==> src/rtl/vga_timing_pkg.sv <==
// Shared timing constants, coordinate type and FSM state encoding for the
// 640x480@60 raster generator.
package vga_timing_pkg;

    typedef logic [9:0] coord_t;

    typedef enum logic {
        ARM = 1'b0,
        RUN = 1'b1
    } state_t;

    localparam coord_t H_VISIBLE = 10'd640;
    localparam coord_t H_FP      = 10'd16;
    localparam coord_t H_SYNC    = 10'd96;
    localparam coord_t H_BP      = 10'd48;

    localparam coord_t V_VISIBLE = 10'd480;
    localparam coord_t V_FP      = 10'd10;
    localparam coord_t V_SYNC    = 10'd2;
    localparam coord_t V_BP      = 10'd33;

    localparam coord_t H_TOTAL = H_VISIBLE + H_FP + H_SYNC + H_BP;
    localparam coord_t V_TOTAL = V_VISIBLE + V_FP + V_SYNC + V_BP;

    localparam coord_t H_SYNC_START = H_VISIBLE + H_FP;
    localparam coord_t H_SYNC_END   = H_SYNC_START + H_SYNC;
    localparam coord_t V_SYNC_START = V_VISIBLE + V_FP;
    localparam coord_t V_SYNC_END   = V_SYNC_START + V_SYNC;

endpackage

==> src/rtl/vga_timing_gen_if.sv <==
// Raster timing bundle driven by vga_timing_gen and consumed by the sprite
// and compositor stages.
interface vga_timing_gen_if;

    vga_timing_pkg::coord_t DrawX;
    vga_timing_pkg::coord_t DrawY;
    logic                   blank;
    logic                   hs;
    logic                   vs;
    logic                   frame_start;

    modport master (
        output DrawX,
        output DrawY,
        output blank,
        output hs,
        output vs,
        output frame_start
    );

    modport slave (
        input DrawX,
        input DrawY,
        input blank,
        input hs,
        input vs,
        input frame_start
    );

endinterface

==> src/rtl/sync_delay_line.sv <==
// Single-bit shift register of configurable depth with an async active-low
// reset to RST_VAL; DEPTH of 0 degenerates to a wire.
module sync_delay_line #(
    parameter int   DEPTH   = 2,
    parameter logic RST_VAL = 1'b1
) (
    input  logic clk_sys,
    input  logic rst_b,
    input  logic d,
    output logic q
);

    generate
        if (DEPTH == 0) begin : g_pass
            assign q = d;
        end else begin : g_sr
            logic [DEPTH-1:0] sr_q;
            logic [DEPTH-1:0] sr_d;

            always_comb begin
                sr_d    = sr_q;
                sr_d[0] = d;
                for (int i = 1; i < DEPTH; i++) begin
                    sr_d[i] = sr_q[i-1];
                end
            end

            always_ff @(posedge clk_sys or negedge rst_b) begin
                if (!rst_b) begin
                    sr_q <= {DEPTH{RST_VAL}};
                end else begin
                    sr_q <= sr_d;
                end
            end

            assign q = sr_q[DEPTH-1];
        end
    endgenerate

endmodule

==> src/rtl/vga_timing_gen.sv <==
// 640x480@60 raster timing source: DrawX/DrawY, blank, hs/vs and frame strobe.
// Define VGA_SYNC_DELAY_EN to delay hs/vs by SYNC_DELAY pixel clocks.
//
// state | meaning
// ARM   | first clock after reset: hold (0,0) and load its decode
// RUN   | free-running raster scan until the next reset
module vga_timing_gen
    import vga_timing_pkg::*;
(
    input  logic              vga_clk,
    input  logic              reset_n,
    vga_timing_gen_if.master  vga
);

`ifdef VGA_SYNC_DELAY_EN
    parameter int SYNC_DELAY = 2;
`endif

    state_t state_q, state_d;
    coord_t hc_q, hc_d;
    coord_t vc_q, vc_d;
    logic   blank_q, blank_d;
    logic   hs_q, hs_d;
    logic   vs_q, vs_d;
    logic   fs_q, fs_d;
    logic   hs_out;
    logic   vs_out;

    always_comb begin
        state_d = state_q;
        hc_d    = hc_q;
        vc_d    = vc_q;
        case (state_q)
            ARM: begin
                hc_d    = '0;
                vc_d    = '0;
                state_d = RUN;
            end
            RUN: begin
                if (hc_q == H_TOTAL - 10'd1) begin
                    hc_d = '0;
                    vc_d = (vc_q == V_TOTAL - 10'd1) ? '0 : vc_q + 10'd1;
                end else begin
                    hc_d = hc_q + 10'd1;
                end
            end
            default: state_d = ARM;
        endcase

        // Decode from the next count so every output lines up with DrawX/DrawY.
        blank_d = (hc_d < H_VISIBLE) && (vc_d < V_VISIBLE);
        hs_d    = !((hc_d >= H_SYNC_START) && (hc_d < H_SYNC_END));
        vs_d    = !((vc_d >= V_SYNC_START) && (vc_d < V_SYNC_END));
        fs_d    = (hc_d == '0) && (vc_d == '0);
    end

    always_ff @(posedge vga_clk or negedge reset_n) begin
        if (!reset_n) begin
            state_q <= ARM;
            hc_q    <= '0;
            vc_q    <= '0;
            blank_q <= 1'b0;
            hs_q    <= 1'b1;
            vs_q    <= 1'b1;
            fs_q    <= 1'b0;
        end else begin
            state_q <= state_d;
            hc_q    <= hc_d;
            vc_q    <= vc_d;
            blank_q <= blank_d;
            hs_q    <= hs_d;
            vs_q    <= vs_d;
            fs_q    <= fs_d;
        end
    end

`ifdef VGA_SYNC_DELAY_EN
    sync_delay_line #(
        .DEPTH   (SYNC_DELAY),
        .RST_VAL (1'b1)
    ) u_hs_dly (
        .clk_sys (vga_clk),
        .rst_b   (reset_n),
        .d       (hs_q),
        .q       (hs_out)
    );

    sync_delay_line #(
        .DEPTH   (SYNC_DELAY),
        .RST_VAL (1'b1)
    ) u_vs_dly (
        .clk_sys (vga_clk),
        .rst_b   (reset_n),
        .d       (vs_q),
        .q       (vs_out)
    );
`else
    assign hs_out = hs_q;
    assign vs_out = vs_q;
`endif

    assign vga.DrawX       = hc_q;
    assign vga.DrawY       = vc_q;
    assign vga.blank       = blank_q;
    assign vga.hs          = hs_out;
    assign vga.vs          = vs_out;
    assign vga.frame_start = fs_q;

endmodule

==> src/flat_wrapper.sv <==
// flat-port wrapper written by rule: the top's interface ports become plain ports
module vga_timing_gen_flat import vga_timing_pkg::*;
  (vga_clk, reset_n, vga_DrawX, vga_DrawY, vga_blank, vga_hs, vga_vs, vga_frame_start);
  vga_timing_gen_if vga_i ();
  input  logic vga_clk;
  input  logic reset_n;
  output wire logic [$bits(vga_i.DrawX)-1:0] vga_DrawX;
  output wire logic [$bits(vga_i.DrawY)-1:0] vga_DrawY;
  output wire logic [$bits(vga_i.blank)-1:0] vga_blank;
  output wire logic [$bits(vga_i.hs)-1:0] vga_hs;
  output wire logic [$bits(vga_i.vs)-1:0] vga_vs;
  output wire logic [$bits(vga_i.frame_start)-1:0] vga_frame_start;
  assign vga_DrawX = vga_i.DrawX;
  assign vga_DrawY = vga_i.DrawY;
  assign vga_blank = vga_i.blank;
  assign vga_hs = vga_i.hs;
  assign vga_vs = vga_i.vs;
  assign vga_frame_start = vga_i.frame_start;
  vga_timing_gen u_core (.vga_clk(vga_clk), .reset_n(reset_n), .vga(vga_i));
endmodule
==> config.mk <==
export PLATFORM = sky130hd
export DESIGN_NAME = vga_timing_gen_flat
export DESIGN_NICKNAME = d
export VERILOG_FILES = /design/src/rtl/vga_timing_pkg.sv /design/src/rtl/vga_timing_gen_if.sv /design/src/rtl/sync_delay_line.sv /design/src/rtl/vga_timing_gen.sv /design/src/flat_wrapper.sv
export SDC_FILE = /design/constraint.sdc
export NUM_CORES = 1
export LEC_CHECK = 0
export ABC_AREA = 1
export BUFFER_PORTS_ARGS = -buffer_cell sky130_fd_sc_hd__buf_2
export CORE_MARGIN = 8
export CORE_UTILIZATION = 35
export DETAILED_ROUTE_END_ITERATION = 7
export REMOVE_ABC_BUFFERS = 1
export SYNTH_ARGS = -nofsm -noshare
export SYNTH_HDL_FRONTEND = slang
export SYNTH_SLANG_ARGS = --single-unit
==> constraint.sdc <==
create_clock -name vga_clk -period 2.3 [get_ports vga_clk]
set_input_delay 0.46 -clock vga_clk [delete_from_list [all_inputs] [get_ports vga_clk]]
set_output_delay 0.46 -clock vga_clk [all_outputs]
set_load 0.02 [all_outputs]
# Yosys cells after proc, flatten, opt, wreduce, memory -nomap -nowiden
# Index checks and enable logic that the tools add are counted.
[word_totals]
reg_bits = 25
latch_bits = 0
mem_bits_rw = 0
mem_bits_ro = 0
output_inout_bits = 24
memories = 0
[classes]
addsub = 2
multipliers = 0
div_mod_pow = 0
order_cmp = 6
n_eq_ne = 2
shifts = 0
mux = 5
bitwise_logic = 1
reduce_logical = 8
[ops]
columns = ["op", "count"]
rows = [
  ["$pmux W10 S2", 2],
  ["$mux W10", 3],
  ["$add A10 B1 Y10 const B", 2],
  ["$eq A10 B10 Y1 const B", 2],
  ["$logic_not A10 Y1", 2],
  ["$lt A10 B10 Y1 const B", 2],
  ["$lt A10 B9 Y1 const B", 2],
  ["$ge A10 B10 Y1 const B", 1],
  ["$ge A10 B9 Y1 const B", 1],
  ["$logic_and A1 B1 Y1", 4],
  ["$logic_not A1 Y1", 2],
  ["$not A1 Y1", 1],
]

# Depth between registers and ports, before layout
[logic_depth]
word_depth = 7
ltp_mapped = 13
depth_no_buf = 13

# Least setup slack after synthesis
# OpenSTA, ideal clock, no wires.
[synth_path]
path_kind = "register to register"
start = "register u_core.hc_q[1] (netlist: u_core.vga.DrawX[1])"
end = "register u_core.blank_q (netlist: u_core.vga.blank)"
setup_time_ns = 0.119
arrival_time_ns = 1.650
t_required_ns = 2.181
slack_ns = 0.531
path_stages_with_launch = 12
synth_period_minus_slack_ns = 1.769
path_cell_list = "dfrtp_1 -> ha_1 -> nand4_2 -> nor2_2 -> buf_6 -> nand2_2 -> nand2_2 -> nand3_2 -> nor2_1 -> nand2_1 -> nand2_1 -> nor2_1"
[synth_via]
elab_chain_cells = 5
[synth_lines]
columns = ["item", "line", "rtl"]
rows = [
  ["from (decl)", "vga_timing_gen.sv:20", "coord_t hc_q, hc_d;"],
  ["from (signal assigned)", "vga_timing_gen.sv:60", "hc_q <= '0;"],
  ["from (signal assigned)", "vga_timing_gen.sv:68", "hc_q <= hc_d;"],
  ["$add A10 B1 Y10 / $eq A10 B10 Y1 (equally long branches)", "vga_timing_gen.sv:44, vga_timing_gen.sv:40", ""],
  ["$mux W10", "vga_timing_gen.sv:40", "if (hc_q == H_TOTAL - 10'd1) begin"],
  ["$pmux W10 S2", "vga_timing_gen.sv:33", "case (state_q)"],
  ["$lt A10 B10 Y1 / $lt A10 B9 Y1 (equally long branches)", "vga_timing_gen.sv:51", "blank_d = (hc_d < H_VISIBLE) && (vc_d < V_VISIBLE);"],
  ["$logic_and A1 B1 Y1 *", "vga_timing_gen.sv:51", ""],
  ["net u_core.blank_d", "vga_timing_gen.sv:22", "logic blank_q, blank_d;"],
  ["to (signal assigned)", "vga_timing_gen.sv:70", "blank_q <= blank_d;"],
  ["to (decl)", "vga_timing_gen.sv:22", ""],
]
# The timed path passes the listed nets; every way through them passes the cells marked *.

# Worst setup path in the final report
[layout_path]
start = "register u_core.hc_q[1] (netlist: u_core.vga.DrawX[1])"
end = "register u_core.fs_q (netlist: u_core.vga.frame_start)"
[layout_via]
elab_chain_cells = 5
[layout_lines]
columns = ["item", "line", "rtl"]
rows = [
  ["$add A10 B1 Y10 / $eq A10 B10 Y1 (equally long branches)", "vga_timing_gen.sv:44, vga_timing_gen.sv:40", ""],
  ["$mux W10", "vga_timing_gen.sv:40", ""],
  ["$pmux W10 S2", "vga_timing_gen.sv:33", ""],
  ["$logic_not A10 Y1", "vga_timing_gen.sv:54", "fs_d = (hc_d == '0) && (vc_d == '0);"],
  ["$logic_and A1 B1 Y1 *", "vga_timing_gen.sv:54", ""],
  ["net u_core.fs_d", "vga_timing_gen.sv:25", "logic fs_q, fs_d;"],
  ["to (signal assigned)", "vga_timing_gen.sv:73", "fs_q <= fs_d;"],
  ["to (decl)", "vga_timing_gen.sv:25", ""],
]
# Marks and branches as above.

==> key figures <==
Detailed routing
  – Via count: 1525
  – Drt initial violations: 112
  – WL/cell: 13.0 um
  – Final ANT Viol Nets: 0
  – 1st-pass router iterations: 4
  – WL final: 4070 um
  – DRC Markers: 0
  – Via density: 4.87

Timing
  – RSZ-0062 raised after global routing: no
  – Final hold slack: 0.177 ns
  – Rel. slew slack: 0.616
  – Final Max Tran Viols: 0
  – # setup viols final: 0
  – Clock Skews: 0.00210 ns
  – Final Hold Viols: 0
  – Slew @ Worst Pin: 0.576 ns
  – Max Clk Rate: 520 MHz
  – Final worst path period need: 1.92 ns
  – Final worst-path cycle share: 0.836
  – TNS Setup: 0 ns

Power
  – Combinational Power Share: 0.074
  – Reg power frac: 0.586
  – P_leak: 1.07 nW
  – PD cells: 421 mW/mm^2
  – Internal: 0.585 mW
  – Worst VDD drop: 0.215 mV
  – Sw power: 0.194 mW
  – Sw frac: 0.249
  – Clk pwr share: 0.341

Global route
  – Vias in the first global route: 1455
  – Largest net degree at the start of global routing: 26
  – Global-route wire length before repair: 7020 um
  – Total track usage: 0.118
  – GRT overflow: 0
  – Initial antenna violation count: 0

Setup path
  – R2R Path End: u_core.vga.frame_start
  – Startpoint class of the critical path: flip-flop
  – FF-to-FF Start: u_core.vga.DrawX[1]
  – Worst EP required: 2.50 ns
  – Setup crit end kind: flip-flop
  – R2R cell count: 9
  – Kind of critical path: flip-flop to flip-flop
  – Reg2reg setup slack: 0.38 ns
  – Crit-path max FO: 11
  – Critical Path AT: 2.13 ns

Synth
  – Gate Count Post-Synth: 234
  – Netlist cell types: 27
  – Syn avg cell area: 6.95 sq um
  – Sequential fraction of the synthesis area: 0.386
  – Flops & latches, synth: 25
  – YS warnings: 0
  – Mapped Area: 0.00163 sq mm

Clocking
  – Hold-fix buffers at CTS: 0
  – CTS H-Tree Depth: 1
  – CTS max path bufs: 2
  – CTS tree: built
  – Clk Latency, worst-skew pair: 0.27 ns
  – CTS clock-pin slew for the worst setup and hold paths: 0.09 ns
  – Num CTS Buffers: 3
  – Postcts setup bufs: 0
  – # resized after CTS: 0
  – Clk sinks: 25
  – CTS root buf: clkbuf_8

Finish
  – Multi-input gate area: 833 sq um
  – Area occupied by registers: 628 sq um
  – Nets: 267
  – N_diodes: 0
  – Core Util, Final: 0.420
  – Fill cell count: 482
  – Area grow syn2layout: 13.9%
  – Layout cells sized above 1: 0.207

Floorplanning
  – Initial core utilization: 0.368
  – Height of the die: 84.1 um
  – Site row count: 24
  – Area of the core: 0.00441 sq mm
  – Die area: 0.00708 sq mm
  – # IOs: 26
  – Die X-Extent: 84.1 um

Placed design
  – Placer Congestion: 0.847
  – Post-DP HPWL: 3230 um
  – I/O Buffers: 25

Run
  – Max Cap Viol: 0

Worst hold path
  – Min-Delay Path Class: primary input to asynchronous set/reset pin

Outcome
  – Status: completed
## synthesized netlist by cell type
cell type  instances  area share
nand4_1            5       0.019
nand4_2            2       0.015
a21oi_1            4       0.012
nand2_1           65        0.15
conb_1             1      0.0023
ha_1               3       0.023
buf_6              1      0.0069
o21ai_0            2      0.0062
nor3_2             1      0.0062
buf_4              2      0.0092
dfrtp_1           23        0.35
o21ai_1            1      0.0031
nand2_4            3       0.021
o21ai_2            1      0.0054
xnor2_1            1      0.0054
nand3_1           27       0.083
dfstp_2            2       0.032
nor3_1             3      0.0092
clkbuf_1           1      0.0023
nand2_2            4       0.015
nor2_2             4       0.015
inv_2              1      0.0023
inv_1             36       0.083
nor2_1            35       0.081
nand3_2            4       0.025
nor2_4             1      0.0069
o211ai_1           1      0.0046
## layout by cell type (no fill, tap or decap), types with 2 or more instances in the layout
cell type,count
nand2_4,3
nand4_1,5
nor3_1,3
buf_4,2
dfrtp_1,23
inv_1,36
nor2_4,2
nand2_1,65
dfstp_2,2
o21ai_0,2
clkbuf_8,3
nand4_2,2
nor2_1,35
ha_1,3
nand3_1,27
buf_2,25
nor2_2,3
nand3_2,4
nand2_2,4
a21oi_1,4
## logic make-up after synthesis
kind of cell / synth area share
simple gates: 0.447
xor+xnor: 0.00539
compound gates: 0.0316
fa+ha+maj: 0.0231
other cells: 0.00231
flops: 0.386
buf+inv: 0.104
## power by group through the flow
stage / clock network (mW) / registers (mW) / logic [mW]
CTS: 0.276 / 0.456 / 0.0592
global route: 0.290 / 0.458 / 0.0640
finish: 0.265 / 0.456 / 0.0574
detailed placement: 0 / 0.465 / 0.0590
global placement: 0 / 0.465 / 0.0581
floorplan: 0 / 0.474 / 0.0211
## how the worst max path moves through the flow
stage,endpoint,slack (ns),start,cells after the start
global placement,u_core.vga.frame_start,0.37,u_core.vga.DrawX[1],9
CTS,u_core.vga.frame_start,0.23,u_core.vga.DrawX[1],9
floorplan,u_core.vga.frame_start,0.32,u_core.vga.DrawX[0],9
detailed placement,u_core.vga.frame_start,0.26,u_core.vga.DrawX[1],9
finish,u_core.vga.frame_start,0.38,u_core.vga.DrawX[1],9
global route,u_core.vga.frame_start,0.10,u_core.vga.DrawX[1],9
## registers in the layout, indices dropped and copies added (netlist names)
name                    count
u_core.vga.DrawX           10
u_core.vga.frame_start      1
u_core.vga.vs               1
u_core.state_q              1
u_core.vga.hs               1
u_core.vga.DrawY           10
u_core.vga.blank            1
## per-stage QoR
step / setup slack [ns] / instances / total power [mW] / cell area [sq um]
floorplan: 0.318 / 230 / 0.495 / 1600
global placement: 0.366 / 309 / 0.523 / 1800
detailed placement: 0.261 / 309 / 0.524 / 1800
CTS: 0.226 / 313 / 0.792 / 1850
global route: 0.104 / 313 / 0.812 / 1850
finish: 0.378 / 313 / 0.779 / 1850
## final cells by class
cell class | count | area share
Inverter | 37 | 0.0750
Timing Repair Buffer | 27 | 0.0757
Sequential cell | 25 | 0.339
Clock inverter | 1 | 0.00270
Tap cell | 52 | 0.0351
Multi-Input combinational cell | 168 | 0.450
Clock buffer | 3 | 0.0223
## layer usage
layer,part of all wire,track usage,vias up
met5,0,0,-
met4,0.011,0.0424,0
met3,0.053,0.0184,2
met2,0.46,0.185,44
met1,0.48,0.161,695
li1,-,-,784
## worst max-delay path, cell delays in order (launching register included)
cell and delay (ns):
dfrtp_1 0.42, ha_1 0.28, nand4_2 0.20, nor2_4 0.32
nor2_1 0.14, nand2_1 0.12, nand3_1 0.08, nor2_1 0.11
nand3_1 0.08, nor2_1 0.11
(Power assumes the default switching activity.)
